--- config.mk ---
export PLATFORM = sky130hd
export DESIGN_NAME = multi_stage_controller
export DESIGN_NICKNAME = d
export VERILOG_FILES = /design/src/rtl/msc_pkg.sv /design/src/rtl/msc_decoder.sv /design/src/rtl/multi_stage_controller.sv
export SDC_FILE = /design/constraint.sdc
export NUM_CORES = 1
export LEC_CHECK = 0
export ABC_AREA = 1
export CAP_MARGIN = 10
export CELL_PAD_IN_SITES_DETAIL_PLACEMENT = 0
export CELL_PAD_IN_SITES_GLOBAL_PLACEMENT = 1
export CORE_AREA = 2 2 75 55
export CTS_BUF_LIST = sky130_fd_sc_hd__clkbuf_16
export DETAILED_ROUTE_END_ITERATION = 7
export DIE_AREA = 0 0 77 57
export PLACE_DENSITY_LB_ADDON = 0.08
export SKIP_CTS_REPAIR_TIMING = 1
export SYNTH_ARGS = -nofsm -noshare
export SYNTH_HDL_FRONTEND = slang
export SYNTH_HIERARCHICAL = 1
export SYNTH_SLANG_ARGS = --single-unit
--- constraint.sdc ---
create_clock -name CLKb -period 1.6 [get_ports CLKb]
set_input_delay 0.4 -clock CLKb [delete_from_list [all_inputs] [get_ports CLKb]]
set_output_delay 0.4 -clock CLKb [all_outputs]
set_load 0.03 [all_outputs]
--- src/rtl/msc_pkg.sv ---
// Shared types and constants for the multi-stage instruction sequencer.
package msc_pkg;

    typedef enum logic [2:0] {
        IDLE = 3'd0,
        T1   = 3'd1,
        T2   = 3'd2,
        T3   = 3'd3,
        FIN  = 3'd4
    } state_t;

    typedef enum logic [1:0] {
        CLS_ALU  = 2'b00,
        CLS_MOV  = 2'b01,
        CLS_ADDI = 2'b10,
        CLS_SUBI = 2'b11
    } cls_t;

    localparam logic [3:0] FN_ADD = 4'b0010;
    localparam logic [3:0] FN_SUB = 4'b0011;
    localparam logic [3:0] FN_INV = 4'b0100;
    localparam logic [3:0] FN_FLP = 4'b0101;
    localparam logic [3:0] FN_AND = 4'b0110;
    localparam logic [3:0] FN_OR  = 4'b0111;
    localparam logic [3:0] FN_XOR = 4'b1000;
    localparam logic [3:0] FN_LSL = 4'b1001;
    localparam logic [3:0] FN_LSR = 4'b1010;
    localparam logic [3:0] FN_ASR = 4'b1011;

    // Instruction field positions (fixed for a 10-bit instruction word)
    localparam int CLS_HI = 9;
    localparam int CLS_LO = 8;
    localparam int RX_HI  = 7;
    localparam int RX_LO  = 6;
    localparam int RY_HI  = 5;
    localparam int RY_LO  = 4;
    localparam int FN_HI  = 3;
    localparam int FN_LO  = 0;

endpackage

--- src/rtl/msc_decoder.sv ---
// Combinational instruction decode: class, one-hot register selects and
// legality of the ALU function code.
module msc_decoder
    import msc_pkg::*;
#(
    parameter int N    = 10,
    parameter int NREG = 4
) (
    input  logic [N-1:0]    ir_i,
    output cls_t            cls_o,
    output logic [NREG-1:0] rx_oh_o,
    output logic [NREG-1:0] ry_oh_o,
    output logic            legal_o
);

    logic [1:0] rx;
    logic [1:0] ry;
    logic [3:0] fn;

    assign cls_o   = cls_t'(ir_i[CLS_HI:CLS_LO]);
    assign rx      = ir_i[RX_HI:RX_LO];
    assign ry      = ir_i[RY_HI:RY_LO];
    assign fn      = ir_i[FN_HI:FN_LO];

    assign rx_oh_o = NREG'(1) << rx;
    assign ry_oh_o = NREG'(1) << ry;

    // Only the ALU class carries a function code; the other classes are always legal
    assign legal_o = (cls_o != CLS_ALU) || ((fn >= FN_ADD) && (fn <= FN_ASR));

endmodule

--- src/rtl/multi_stage_controller.sv ---
// Falling-edge instruction sequencer driving ALU and register-file controls.
// Optional macro MSC_ILLEGAL_TRAP_EN adds the ERR port and illegal-FN trapping.
module multi_stage_controller
    import msc_pkg::*;
#(
    parameter int N    = 10,
    parameter int NREG = 4
) (
    input  logic            CLKb,
    input  logic            RSTb,
    input  logic [N-1:0]    INSTR,
    input  logic            IVALID,
    output logic            IREADY,
    output logic [N-1:0]    IR_BUS,
    output logic            EXTout,
    output logic [NREG-1:0] Rout,
    output logic [NREG-1:0] Rin,
    output logic            Ain,
    output logic            Gin,
    output logic            Gout,
    output logic [3:0]      FN,
    output logic            DONE
`ifdef MSC_ILLEGAL_TRAP_EN
    ,
    output logic            ERR
`endif
);

    state_t          state_q, state_d;
    logic [N-1:0]    ir_q, ir_d;
    cls_t            cls;
    logic [NREG-1:0] rx_oh;
    logic [NREG-1:0] ry_oh;
    logic            legal;
    logic            trap;
    logic [3:0]      fn_alu;

    msc_decoder #(.N(N), .NREG(NREG)) u_dec (
        .ir_i    (ir_q),
        .cls_o   (cls),
        .rx_oh_o (rx_oh),
        .ry_oh_o (ry_oh),
        .legal_o (legal)
    );

`ifdef MSC_ILLEGAL_TRAP_EN
    assign trap = ~legal;
`else
    logic unused_legal;
    assign unused_legal = legal;
    assign trap         = 1'b0;
`endif

    assign fn_alu = ((cls == CLS_ALU) && !trap) ? ir_q[FN_HI:FN_LO] : 4'b0000;

    always_ff @(negedge CLKb or negedge RSTb) begin
        if (!RSTb) begin
            state_q <= IDLE;
            ir_q    <= '0;
        end else begin
            state_q <= state_d;
            ir_q    <= ir_d;
        end
    end

    always_comb begin
        state_d = state_q;
        ir_d    = ir_q;
        IREADY  = 1'b0;
        EXTout  = 1'b0;
        Rout    = '0;
        Rin     = '0;
        Ain     = 1'b0;
        Gin     = 1'b0;
        Gout    = 1'b0;
        FN      = 4'b0000;
        DONE    = 1'b0;
`ifdef MSC_ILLEGAL_TRAP_EN
        ERR     = 1'b0;
`endif
        unique case (state_q)
            IDLE: begin
                // Gated so the upstream never sees ready while reset is held
                IREADY = RSTb;
                if (IVALID) begin
                    ir_d    = INSTR;
                    state_d = T1;
                end
            end
            T1: begin
                FN = fn_alu;
                if (cls == CLS_MOV) begin
                    Rout    = ry_oh;
                    Rin     = rx_oh;
                    state_d = FIN;
                end else if (trap) begin
                    state_d = FIN;
                end else begin
                    Rout    = rx_oh;
                    Ain     = 1'b1;
                    state_d = T2;
                end
            end
            T2: begin
                FN  = fn_alu;
                Gin = 1'b1;
                if (cls == CLS_ALU) begin
                    Rout = ry_oh;
                end else begin
                    EXTout = 1'b1;
                end
                state_d = T3;
            end
            T3: begin
                FN      = fn_alu;
                Gout    = 1'b1;
                Rin     = rx_oh;
                state_d = FIN;
            end
            FIN: begin
                DONE    = 1'b1;
`ifdef MSC_ILLEGAL_TRAP_EN
                ERR     = trap;
`endif
                state_d = IDLE;
            end
            default: state_d = IDLE;
        endcase
    end

    // The latched instruction is only visible on the bus while it is the driver
    assign IR_BUS = EXTout ? ir_q : '0;

endmodule
* Word level (Yosys, flattened, before mapping) *
Index checks and enable logic that the tools add are counted.

storage, ports and cells
  register bits = 13
  bits of input ports = 13
  output and inout bits = 28
  logic and storage cells = 33

cells by class
  equality and inequality tests = 6
  shift-type cells = 2
  mux-type cells = 19
  reduce and logical (&&, ||, !) cells = 4

operators by type and width
  operator             count
  $mux 4               5
  $pmux 4 s2           2
  $pmux 3 s4           1
  $mux 10              1
  $mux 1               8
  $shl 1x2->4 const A  2
  $eq 3x2->1 const B   2
  $mux 3               2
  $eq 3x1->1 const B   1
  $eq 3x3->1 const B   1
  $logic_not 3->1      1
  $reduce_or 3->1      1
  $eq 2x1->1 const B   1
  $logic_not 2->1      1
  $ne 2x2->1 const B   1
  $reduce_and 2->1     1

* Depth between registers and ports, before layout *
  word-level depth = 4
  depth in mapped cells = 7
  gate-level depth less buffers = 6

* By module *
Netlist, hierarchy kept.

by module, submodules not included
  module                  times used  cells each  area each (µm²)  sequential area each (µm²)
  multi_stage_controller  1           133         893.4            325.3
  msc_decoder             1           24          98.8             0.0

==> flow_summary.json <==
{
  "ir_drop_mv": 0.823,
  "hold_path.class": "reg -> reg",
  "n_antenna_cell": 0,
  "avgSynthCellArea_um2": 6.45,
  "htree_levels": 1,
  "clockRootBuffer": "clkbuf_16",
  "first_pass_iters": 4,
  "grt_max_degree": 13,
  "outcome": "complete, but fails checks",
  "vias_per_cell": 4.36,
  "relSlewSlack_pct": 78.8,
  "core_area_um2": 3760,
  "rows": 19,
  "placedInstanceArea_um2": 1700,
  "cts.path.max_buffers": 2,
  "wirelength_um": 3300,
  "maxCapViolations": 0,
  "grt_antenna_before_repair": 0,
  "grt_pass1_vias": 1046,
  "startpoint_type": "flop",
  "required_ns": 1.20,
  "end_kind": "output port",
  "critPathMaxFanout": 5,
  "crit_type": "reg -> out",
  "cts_tree": "done",
  "vias": 1177,
  "path_clk_slew_ns": 0.04,
  "worstPathArrival_ns": 2.24,
  "overflow": 0,
  "worst_slew_pin_slew_ns": 0.317,
  "drt-initial-drc-count": 107,
  "leakage_nw": 1.08,
  "ant_nets": 0,
  "fin_nets": 232,
  "rsz0062_at_grt": "yes",
  "violations": "negative setup slack",
  "power_mw": 4.40,
  "fin_setup_tns_ns": -27.59,
  "area_growth_syn_to_layout_pct": 112,
  "start_util_pct": 25.6,
  "portBuffers": 40,
  "wl_per_cell_um": 12.2,
  "holdWs_ns": 0.432,
  "fillers": 395,
  "die_area_um2": 4390,
  "grt_pass1_wl_um": 5140,
  "clk_latency_ns": 0.27,
  "die_w_um": 77,
  "hold_viol": 0,
  "synth_cells": 149,
  "skew_ns": 0.00237,
  "ys_warn_count": 6,
  "setup_viol": 28,
  "syn_nets": 162,
  "worst_slack_ns": -1.04,
  "gp_congestion": 0.728,
  "syn_area_um2": 961,
  "pre_cts_ws_ns": -0.807,
  "cts_buffers": 3,
  "p_per_area_nw_per_um2": 2160,
  "ioPinCount": 41,
  "drive_above_1_share_pct": 51.8,
  "final_area_um2": 2040,
  "drc": 0,
  "clock-sinks": 13,
  "dp_hpwl_um": 2460,
  "die_h_um": 57,
  "grt_usage_pct": 14.9,
  "slew_viol_final": 0
}
==> state kept, by name, summed over array words and instances (netlist names) <==
| register | count |
|---|---|
| state_q | 3 |
| ir_q | 10 |
==> metal layers <==
metal	part of all wire, %	track usage, %	vias up
met3	4.9	4.11	4
met1	45	21.0	542
li1	-	-	598
met5	0	0	-
met4	0.82	0.765	0
met2	49	24.2	33
==> area by class of cell <==
cell class	count	area [um^2]	share of cell area, %
Clock inverter	1	3.75	0.184
Inverter	33	135	6.62
Timing Repair Buffer	71	726	35.6
Multi-Input combinational cell	97	711	34.8
Clock buffer	3	75.1	3.68
Tap cell	52	65.1	3.19
Sequential cell	13	325	15.9
==> stage by stage <==
| stage | instances | util (%) |
|---|---|---|
| 6_report | 270 | 54.3 |
| 5_1_grt | 270 | 54.3 |
| 4_1_cts | 264 | 47.3 |
| 3_5_place_dp | 260 | 45.2 |
| 3_3_place_gp | 260 | 45.2 |
| 2_1_floorplan | 149 | - |
==> power by group <==
part	total (mW)	switching, mW	internal [mW]
sequential	0.688	0.188	0.500
combinational	3.24	1.87	1.37
clock	0.476	0.146	0.330
==> placed cells by master, fill, tap and decap left out <==
cell,n
clkinvlp_4,1
nand3_2,1
nand2_8,1
nand3_4,1
nand2_4,4
inv_2,5
nor2_2,5
o21ai_1,1
nor3_4,4
nand2_1,31
clkdlybuf4s50_1,1
buf_8,1
nor2_1,3
buf_6,36
nand4_1,14
nor2_4,19
inv_6,1
dlymetal6s2s_1,10
and3_2,1
inv_1,26
clkbuf_16,3
dfrtn_1,13
nand3_1,6
inv_4,1
clkbuf_2,1
nand2_2,5
o21bai_4,1
buf_4,22
==> worst max-delay path: stages, from the launching register on <==
cell and delay, ns:
dfrtn_1 0.44, nor2_4 0.18, inv_4 0.07, buf_8 0.14, nor3_4 0.18, buf_6 0.16
==> path summary, 6_finish.rpt <==
kind,start,endpoint,slack (ns),depth (start not counted)
max in group asynchronous,RSTb,state_q[2]$_DFFE_NN0P_,0.25,2
worst max-delay path,ir_q[8]$_DFFE_NN0P_,FN[1],-1.04,5
min in group asynchronous,RSTb,ir_q[2]$_DFFE_NN0P_,1.16,2
worst min register to register,ir_q[3]$_DFFE_NN0P_,ir_q[3]$_DFFE_NN0P_,0.43,2
worst min-delay path,ir_q[3]$_DFFE_NN0P_,ir_q[3]$_DFFE_NN0P_,0.43,2
worst max register to register,state_q[2]$_DFFE_NN0P_,ir_q[6]$_DFFE_NN0P_,0.29,7
(Power assumes the default switching activity.)
